<file path="src/rtl/acc_frame_feeder_if.sv">
// acc_frame_feeder_if: stream input, accumulator pins and frame-sum result port of acc_frame_feeder.
// master = surrounding system (source, accumulator, sink); slave = the feeder itself.
interface acc_frame_feeder_if #(
  parameter int DATA_W = 32,
  parameter int CNT_W  = 16
) ();
  logic              in_valid;
  logic              in_ready;
  logic [DATA_W-1:0] in_data;
  logic              in_last;
  logic              acc_enable;
  logic [DATA_W-1:0] acc_data;
  logic              acc_clear;
  logic [DATA_W-1:0] acc_sum;
  logic              sum_valid;
  logic              sum_ready;
  logic [DATA_W-1:0] sum_data;
  logic              sum_ovf;
  logic [CNT_W-1:0]  frame_cnt;

  modport master (
    output in_valid, in_data, in_last, acc_sum, sum_ready,
    input  in_ready, acc_enable, acc_data, acc_clear, sum_valid, sum_data, sum_ovf, frame_cnt
  );

  modport slave (
    input  in_valid, in_data, in_last, acc_sum, sum_ready,
    output in_ready, acc_enable, acc_data, acc_clear, sum_valid, sum_data, sum_ovf, frame_cnt
  );
endinterface

</file>
<file path="src/rtl/acc_frame_feeder.sv">
// acc_frame_feeder: buffers a framed word stream, drives the accumulator from zero per frame, reports each sum.
// Define ACC_FEEDER_OVF_EN to build the carry-tracking shadow sum behind sum_ovf; otherwise sum_ovf is 0.
module acc_frame_feeder #(
  parameter int DATA_W     = 32,
  parameter int FIFO_DEPTH = 4,
  parameter int CNT_W      = 16
) (
  input  logic              clk,
  input  logic              reset,
  acc_frame_feeder_if.slave bus
);
  localparam int PTR_W = $clog2(FIFO_DEPTH);

  localparam logic [2:0] S_CLEAR = 3'd0;
  localparam logic [2:0] S_RUN   = 3'd1;
  localparam logic [2:0] S_WAIT  = 3'd2;
  localparam logic [2:0] S_CAPT  = 3'd3;
  localparam logic [2:0] S_HOLD  = 3'd4;

  logic [2:0]        r_state;
  logic [DATA_W:0]   r_fifoMem [FIFO_DEPTH];
  logic [PTR_W-1:0]  r_wrPtr;
  logic [PTR_W-1:0]  r_rdPtr;
  logic [PTR_W:0]    r_count;
  logic              r_accEnable;
  logic [DATA_W-1:0] r_accData;
  logic              r_accClear;
  logic              r_sumValid;
  logic [DATA_W-1:0] r_sumData;
  logic [CNT_W-1:0]  r_frameCnt;

  logic              w_full;
  logic              w_empty;
  logic              w_push;
  logic              w_pop;
  logic [DATA_W-1:0] w_headData;
  logic              w_headLast;

  // A full FIFO refuses pushes even when a pop happens in the same cycle.
  assign w_full     = (r_count == (PTR_W+1)'(FIFO_DEPTH));
  assign w_empty    = (r_count == '0);
  assign w_push     = bus.in_valid && bus.in_ready;
  assign w_pop      = (r_state == S_RUN) && !w_empty;
  assign w_headData = r_fifoMem[r_rdPtr][DATA_W-1:0];
  assign w_headLast = r_fifoMem[r_rdPtr][DATA_W];

  assign bus.in_ready   = !w_full && !reset;
  assign bus.acc_enable = r_accEnable;
  assign bus.acc_data   = r_accData;
  assign bus.acc_clear  = r_accClear;
  assign bus.sum_valid  = r_sumValid;
  assign bus.sum_data   = r_sumData;
  assign bus.frame_cnt  = r_frameCnt;

  always_ff @(posedge clk) begin
    if (w_push) begin
      r_fifoMem[r_wrPtr] <= {bus.in_last, bus.in_data};
    end
  end

  always_ff @(posedge clk) begin
    if (reset) begin
      r_wrPtr <= '0;
      r_rdPtr <= '0;
      r_count <= '0;
    end else begin
      if (w_push) begin
        r_wrPtr <= r_wrPtr + 1'b1;
      end
      if (w_pop) begin
        r_rdPtr <= r_rdPtr + 1'b1;
      end
      case ({w_push, w_pop})
        2'b10:   r_count <= r_count + 1'b1;
        2'b01:   r_count <= r_count - 1'b1;
        default: r_count <= r_count;
      endcase
    end
  end

  // The accumulator sees each popped word one cycle after the pop; bubbles drive zero data.
  always_ff @(posedge clk) begin
    if (reset) begin
      r_state     <= S_CLEAR;
      r_accEnable <= 1'b0;
      r_accData   <= '0;
      r_accClear  <= 1'b0;
      r_sumValid  <= 1'b0;
      r_sumData   <= '0;
      r_frameCnt  <= '0;
    end else begin
      r_accEnable <= w_pop;
      r_accData   <= w_pop ? w_headData : '0;
      r_accClear  <= (r_state == S_CLEAR);
      case (r_state)
        S_CLEAR: r_state <= S_RUN;
        S_RUN: begin
          if (w_pop && w_headLast) begin
            r_state <= S_WAIT;
          end
        end
        S_WAIT: r_state <= S_CAPT;
        S_CAPT: begin
          r_sumData  <= bus.acc_sum;
          r_sumValid <= 1'b1;
          r_state    <= S_HOLD;
        end
        S_HOLD: begin
          if (bus.sum_ready) begin
            r_sumValid <= 1'b0;
            r_frameCnt <= r_frameCnt + 1'b1;
            r_state    <= S_CLEAR;
          end
        end
        default: r_state <= S_CLEAR;
      endcase
    end
  end

`ifdef ACC_FEEDER_OVF_EN
  logic [DATA_W:0] r_shadowSum;
  logic [DATA_W:0] w_shadowAdd;
  logic            r_sumOvf;

  assign w_shadowAdd = {1'b0, r_shadowSum[DATA_W-1:0]} + {1'b0, w_headData};

  // The shadow's top bit is a sticky carry flag for the current frame.
  always_ff @(posedge clk) begin
    if (reset) begin
      r_shadowSum <= '0;
      r_sumOvf    <= 1'b0;
    end else begin
      if (r_state == S_CLEAR) begin
        r_shadowSum <= '0;
      end else if (w_pop) begin
        r_shadowSum <= {r_shadowSum[DATA_W] | w_shadowAdd[DATA_W], w_shadowAdd[DATA_W-1:0]};
      end
      if (r_state == S_CAPT) begin
        r_sumOvf <= r_shadowSum[DATA_W];
      end
    end
  end

  assign bus.sum_ovf = r_sumOvf;
`else
  assign bus.sum_ovf = 1'b0;
`endif
endmodule
</file>
<file path="src/flat_wrapper.sv">
// flat-port wrapper written by rule: the top's interface ports become plain ports
module acc_frame_feeder_flat 
#(
  parameter int DATA_W     = 32,
  parameter int FIFO_DEPTH = 4,
  parameter int CNT_W      = 16
)
  (clk, reset, bus_in_valid, bus_in_data, bus_in_last, bus_acc_sum, bus_sum_ready, bus_in_ready, bus_acc_enable, bus_acc_data, bus_acc_clear, bus_sum_valid, bus_sum_data, bus_sum_ovf, bus_frame_cnt);
  acc_frame_feeder_if #(.DATA_W(DATA_W), .CNT_W(CNT_W)) bus_i ();
  input  logic clk;
  input  logic reset;
  input wire logic [$bits(bus_i.in_valid)-1:0] bus_in_valid;
  input wire logic [$bits(bus_i.in_data)-1:0] bus_in_data;
  input wire logic [$bits(bus_i.in_last)-1:0] bus_in_last;
  input wire logic [$bits(bus_i.acc_sum)-1:0] bus_acc_sum;
  input wire logic [$bits(bus_i.sum_ready)-1:0] bus_sum_ready;
  output wire logic [$bits(bus_i.in_ready)-1:0] bus_in_ready;
  output wire logic [$bits(bus_i.acc_enable)-1:0] bus_acc_enable;
  output wire logic [$bits(bus_i.acc_data)-1:0] bus_acc_data;
  output wire logic [$bits(bus_i.acc_clear)-1:0] bus_acc_clear;
  output wire logic [$bits(bus_i.sum_valid)-1:0] bus_sum_valid;
  output wire logic [$bits(bus_i.sum_data)-1:0] bus_sum_data;
  output wire logic [$bits(bus_i.sum_ovf)-1:0] bus_sum_ovf;
  output wire logic [$bits(bus_i.frame_cnt)-1:0] bus_frame_cnt;
  assign bus_i.in_valid = bus_in_valid;
  assign bus_i.in_data = bus_in_data;
  assign bus_i.in_last = bus_in_last;
  assign bus_i.acc_sum = bus_acc_sum;
  assign bus_i.sum_ready = bus_sum_ready;
  assign bus_in_ready = bus_i.in_ready;
  assign bus_acc_enable = bus_i.acc_enable;
  assign bus_acc_data = bus_i.acc_data;
  assign bus_acc_clear = bus_i.acc_clear;
  assign bus_sum_valid = bus_i.sum_valid;
  assign bus_sum_data = bus_i.sum_data;
  assign bus_sum_ovf = bus_i.sum_ovf;
  assign bus_frame_cnt = bus_i.frame_cnt;
  acc_frame_feeder #(.DATA_W(DATA_W), .FIFO_DEPTH(FIFO_DEPTH), .CNT_W(CNT_W)) u_core (.clk(clk), .reset(reset), .bus(bus_i));
endmodule
</file>
<file path="config.mk">
export PLATFORM = sky130hd
export DESIGN_NAME = acc_frame_feeder_flat
export DESIGN_NICKNAME = d
export VERILOG_FILES = /design/src/rtl/acc_frame_feeder_if.sv /design/src/rtl/acc_frame_feeder.sv /design/src/flat_wrapper.sv
export SDC_FILE = /design/constraint.sdc
export NUM_CORES = 1
export LEC_CHECK = 0
export ABC_CLOCK_PERIOD_IN_PS = 6500
export CORE_ASPECT_RATIO = 1.75
export CORE_MARGIN = 10
export CORE_UTILIZATION = 31
export CTS_CLUSTER_DIAMETER = 200
export DETAILED_ROUTE_END_ITERATION = 8
export PLACE_DENSITY = 0.6
export SLEW_MARGIN = 20
export SYNTH_ARGS = -nofsm -noshare
export SYNTH_HDL_FRONTEND = slang
export SYNTH_SLANG_ARGS = --single-unit
</file>
<file path="constraint.sdc">
create_clock -name clk -period 6.5 [get_ports clk]
set_clock_uncertainty 0.1 [all_clocks]
set_input_delay 1.3 -clock clk [delete_from_list [all_inputs] [get_ports clk]]
set_output_delay 1.3 -clock clk [all_outputs]
set_load 0.02 [all_outputs]
</file>
==> results.ini <==
[setup_path]
cp-start-kind = input port
crit_type = in -> out
path_max_fanout = 2
reg2reg_depth = 3
r2r_slack_ns = 3.86
endpoint_kind = output port
timing.rr.start = u_core.r_count[0]$_SDFFE_PP0P_
cp.required_ns = 5.10
cp.arrival_ns = 2.15
rr_endpoint = u_core.r_fifoMem[1][21]$_DFFE_PP_

[cts]
cts_resized = 0
htreeDepth = 1
numCtsBuffers = 22
postCtsHoldBufs = 0
clk_path_buf_depth = 3
clkLatencyLatePin_ns = 0.50
cts_setup_buffers = 0
cts_num_sinks = 227
tritoncts = done
clk_pin_slew_ns = 0.06
cts-root-buf = clkbuf_16

[finish]
nets = 769
n_fill_cell = 2376
drive_above_1_share = 0.1199
diodes = 0
post-route-util = 0.4129
fin_area_um2 = 10680
areaGrowthSynthToFinish_pct = 31.58

[floorplan]
core_area_um2 = 25860
num_rows = 78
die_h_um = 234.0
initial_core_util = 0.3138
ioPinCount = 154
die_x_um = 142.3
die_area_um2 = 33300

[logic_synthesis]
netlist_area_um2 = 8115
synth_top_cell_by_area = edfxtp_1
avgSynthCellArea_um2 = 14.92
synthArstFlopShare = 0
synth_cell_type_count = 37
ys_top_cells_by_area = edfxtp_1 (49%), dfxtp_1 (23%), mux4_2 (9.2%)
postSynthCellCount = 544
syn-num-nets = 620
synth_warnings = 0
synth_top_area_frac = 0.4884
ys_ff_latch = 227
synth_edf_count = 132
seq_area_frac_synth = 0.7228
ys.flop_type = edfxtp_1

[power_and_ir_drop]
power_frac_clock = 0.368
vdd_ir_drop_max_uv = 177.7
p_seq_frac = 0.468
p_switching_mw = 0.8547
internal_power_mw = 2.701
power.density_nw_per_um2 = 333.0
p_leak_nw = 3.446
p_comb_frac = 0.164
switching_share = 0.2404

[sta]
worst_slew_pin_slew_ns = 0.9643
min_period_ns = 3.546
rsz0062_at_grt = false
max_freq_mhz = 282.0
finalHoldViolations = 0
slew_headroom = 0.3572
finalCritPeriodShare = 0.5455
drv_slew = 0
setup_viol = 0
final.setup.tns_ns = 0

[detailed_routing]
dr.pass1.iters = 4
dr_total_vias = 4676
drc = 0
vias_per_cell = 4.544
routed_wl_um = 17760
wl_per_cell_um = 17.26
ant_nets = 0
drt_iter0_drc = 177

[placed_design]
post_dp_cell_area_um2 = 9935
io_buffers = 152
gp_congestion = 0.6990
dp_hpwl_um = 11520

[global_route]
grt_max_degree = 66
grt_pass1_wl_um = 27520
grt_overflow = 0
grt_usage = 0.1039
antenna_found_initial = 2
grt_pass1_vias = 5029

[min_path]
min_to = u_core.bus.sum_data[11]$_SDFFE_PP0P_
min_path_type = reg -> reg
whs_path_depth = 2
hold_start = u_core.bus.sum_data[11]$_SDFFE_PP0P_

[status]
outcome = completed

[run]
maxCapViolCount = 0

cells by family after synthesis:
group                    count (synthesis)  synth area share
other                                    1         0.0004621
buffers and inverters                   41           0.02112
AO/OA/AOI/OAI                           49           0.03145
flip-flops                             227            0.7228
AND/OR/NAND/NOR                        169            0.1011
adder cells (fa/ha/maj)                  7           0.01172
multiplexers                            36           0.09621
XOR/XNOR                                14           0.01511
Yosys cell counts, types with 3 or more instances:
cell type / instances
a21oi_1: 42
and2_1: 4
inv_1: 11
nor3_1: 3
dfxtp_1: 95
o21ai_0: 3
or3_1: 5
xnor2_1: 8
mux4_2: 33
nand4_1: 3
ha_1: 6
nor2_1: 22
o31ai_1: 3
nand2_1: 76
clkbuf_1: 21
buf_2: 5
xor2_1: 6
nor4_1: 5
nand3_1: 6
edfxtp_1: 132
nor2b_1: 34
cell type report:
class                           count  area, um2  share of cell area
Sequential cell                   227       5868              0.5496
Multi-Input combinational cell    276       2086              0.1953
Timing Repair Buffer              155       1539              0.1441
Clock buffer                       27      600.6             0.05625
Tap cell                          320      400.4             0.03750
Clock inverter                     13      142.6             0.01336
Inverter                           11      41.29            0.003867
registers in the layout, indices dropped and copies added (netlist names), named ones only:
signal	cells
u_core.bus.acc_clear	1
u_core.r_state	3
u_core.bus.acc_enable	1
u_core.r_count	3
u_core.bus.acc_data	32
u_core.r_wrPtr	2
u_core.r_fifoMem	132
u_core.r_rdPtr	2
u_core.bus.frame_cnt	16
u_core.bus.sum_data	32
u_core.bus.sum_valid	1
critical path, cell delays in order:
cell	delay, ns
buf_2	0.10
a21oi_1	0.12
clkdlybuf4s50_1	0.63
power groups by stage:
stage	Clock, mW	Combinational, mW	Sequential (mW)
global route	1.41	0.643	1.68
detailed placement	0	0.603	1.70
CTS	1.35	0.605	1.67
finish	1.31	0.582	1.66
global placement	0	0.596	1.70
floorplan	0	0.349	1.73
metrics by stage:
step	hold WS, ns	instances	total power [mW]	worst slack, ns
3_5_place_dp	0.3459	989	2.301	2.476
6_report	0.3517	1029	3.555	2.954
3_3_place_gp	0.3413	989	2.291	2.556
4_1_cts	0.3549	1029	3.625	2.948
2_1_floorplan	0.3807	544	2.078	3.058
5_1_grt	0.3739	1029	3.728	2.876
layout by cell type (no fill, tap or decap), types with 3 or more instances in the layout:
cell and n:
mux4_2 33, or3_1 5, o31ai_1 3, xor2_1 6
nor3_1 3, clkinv_2 5, nand3_1 6, buf_4 3
clkdlybuf4s50_1 151, edfxtp_1 132, nand2_1 76, nor2_1 21
nor2b_1 34, o21ai_0 3, nor4_1 5, a21oi_1 42
dfxtp_1 93, inv_1 11, clkbuf_16 23, nand4_1 3
clkbuf_1 3, ha_1 6, and2_2 4, clkinv_1 3
xnor2_1 8, bufinv_16 3
routing by layer:
metal / up-vias / global-route usage / wire length (um)
met5: - / 0 / 27
li1: 2254 / - / -
met1: 2253 / 0.1041 / 6405
met3: 31 / 0.03869 / 1451
met4: 4 / 0.03871 / 458
met2: 134 / 0.1901 / 9418
how the worst max path moves through the flow:
stage,start,endpoint,slack [ns],depth (start not counted)
after global routing,reset,u_core.r_fifoMem[1][21]$_DFFE_PP_,2.88,4
after global placement,bus_in_valid,u_core.r_fifoMem[0][30]$_DFFE_PP_,2.56,4
after detailed placement,bus_in_valid,u_core.r_fifoMem[0][30]$_DFFE_PP_,2.48,4
final,reset,bus_in_ready,2.95,3
after CTS,reset,bus_in_ready,2.95,3
after floorplan,reset,bus_in_ready,3.06,3
Note: power is estimated with default switching activity, not from simulation.
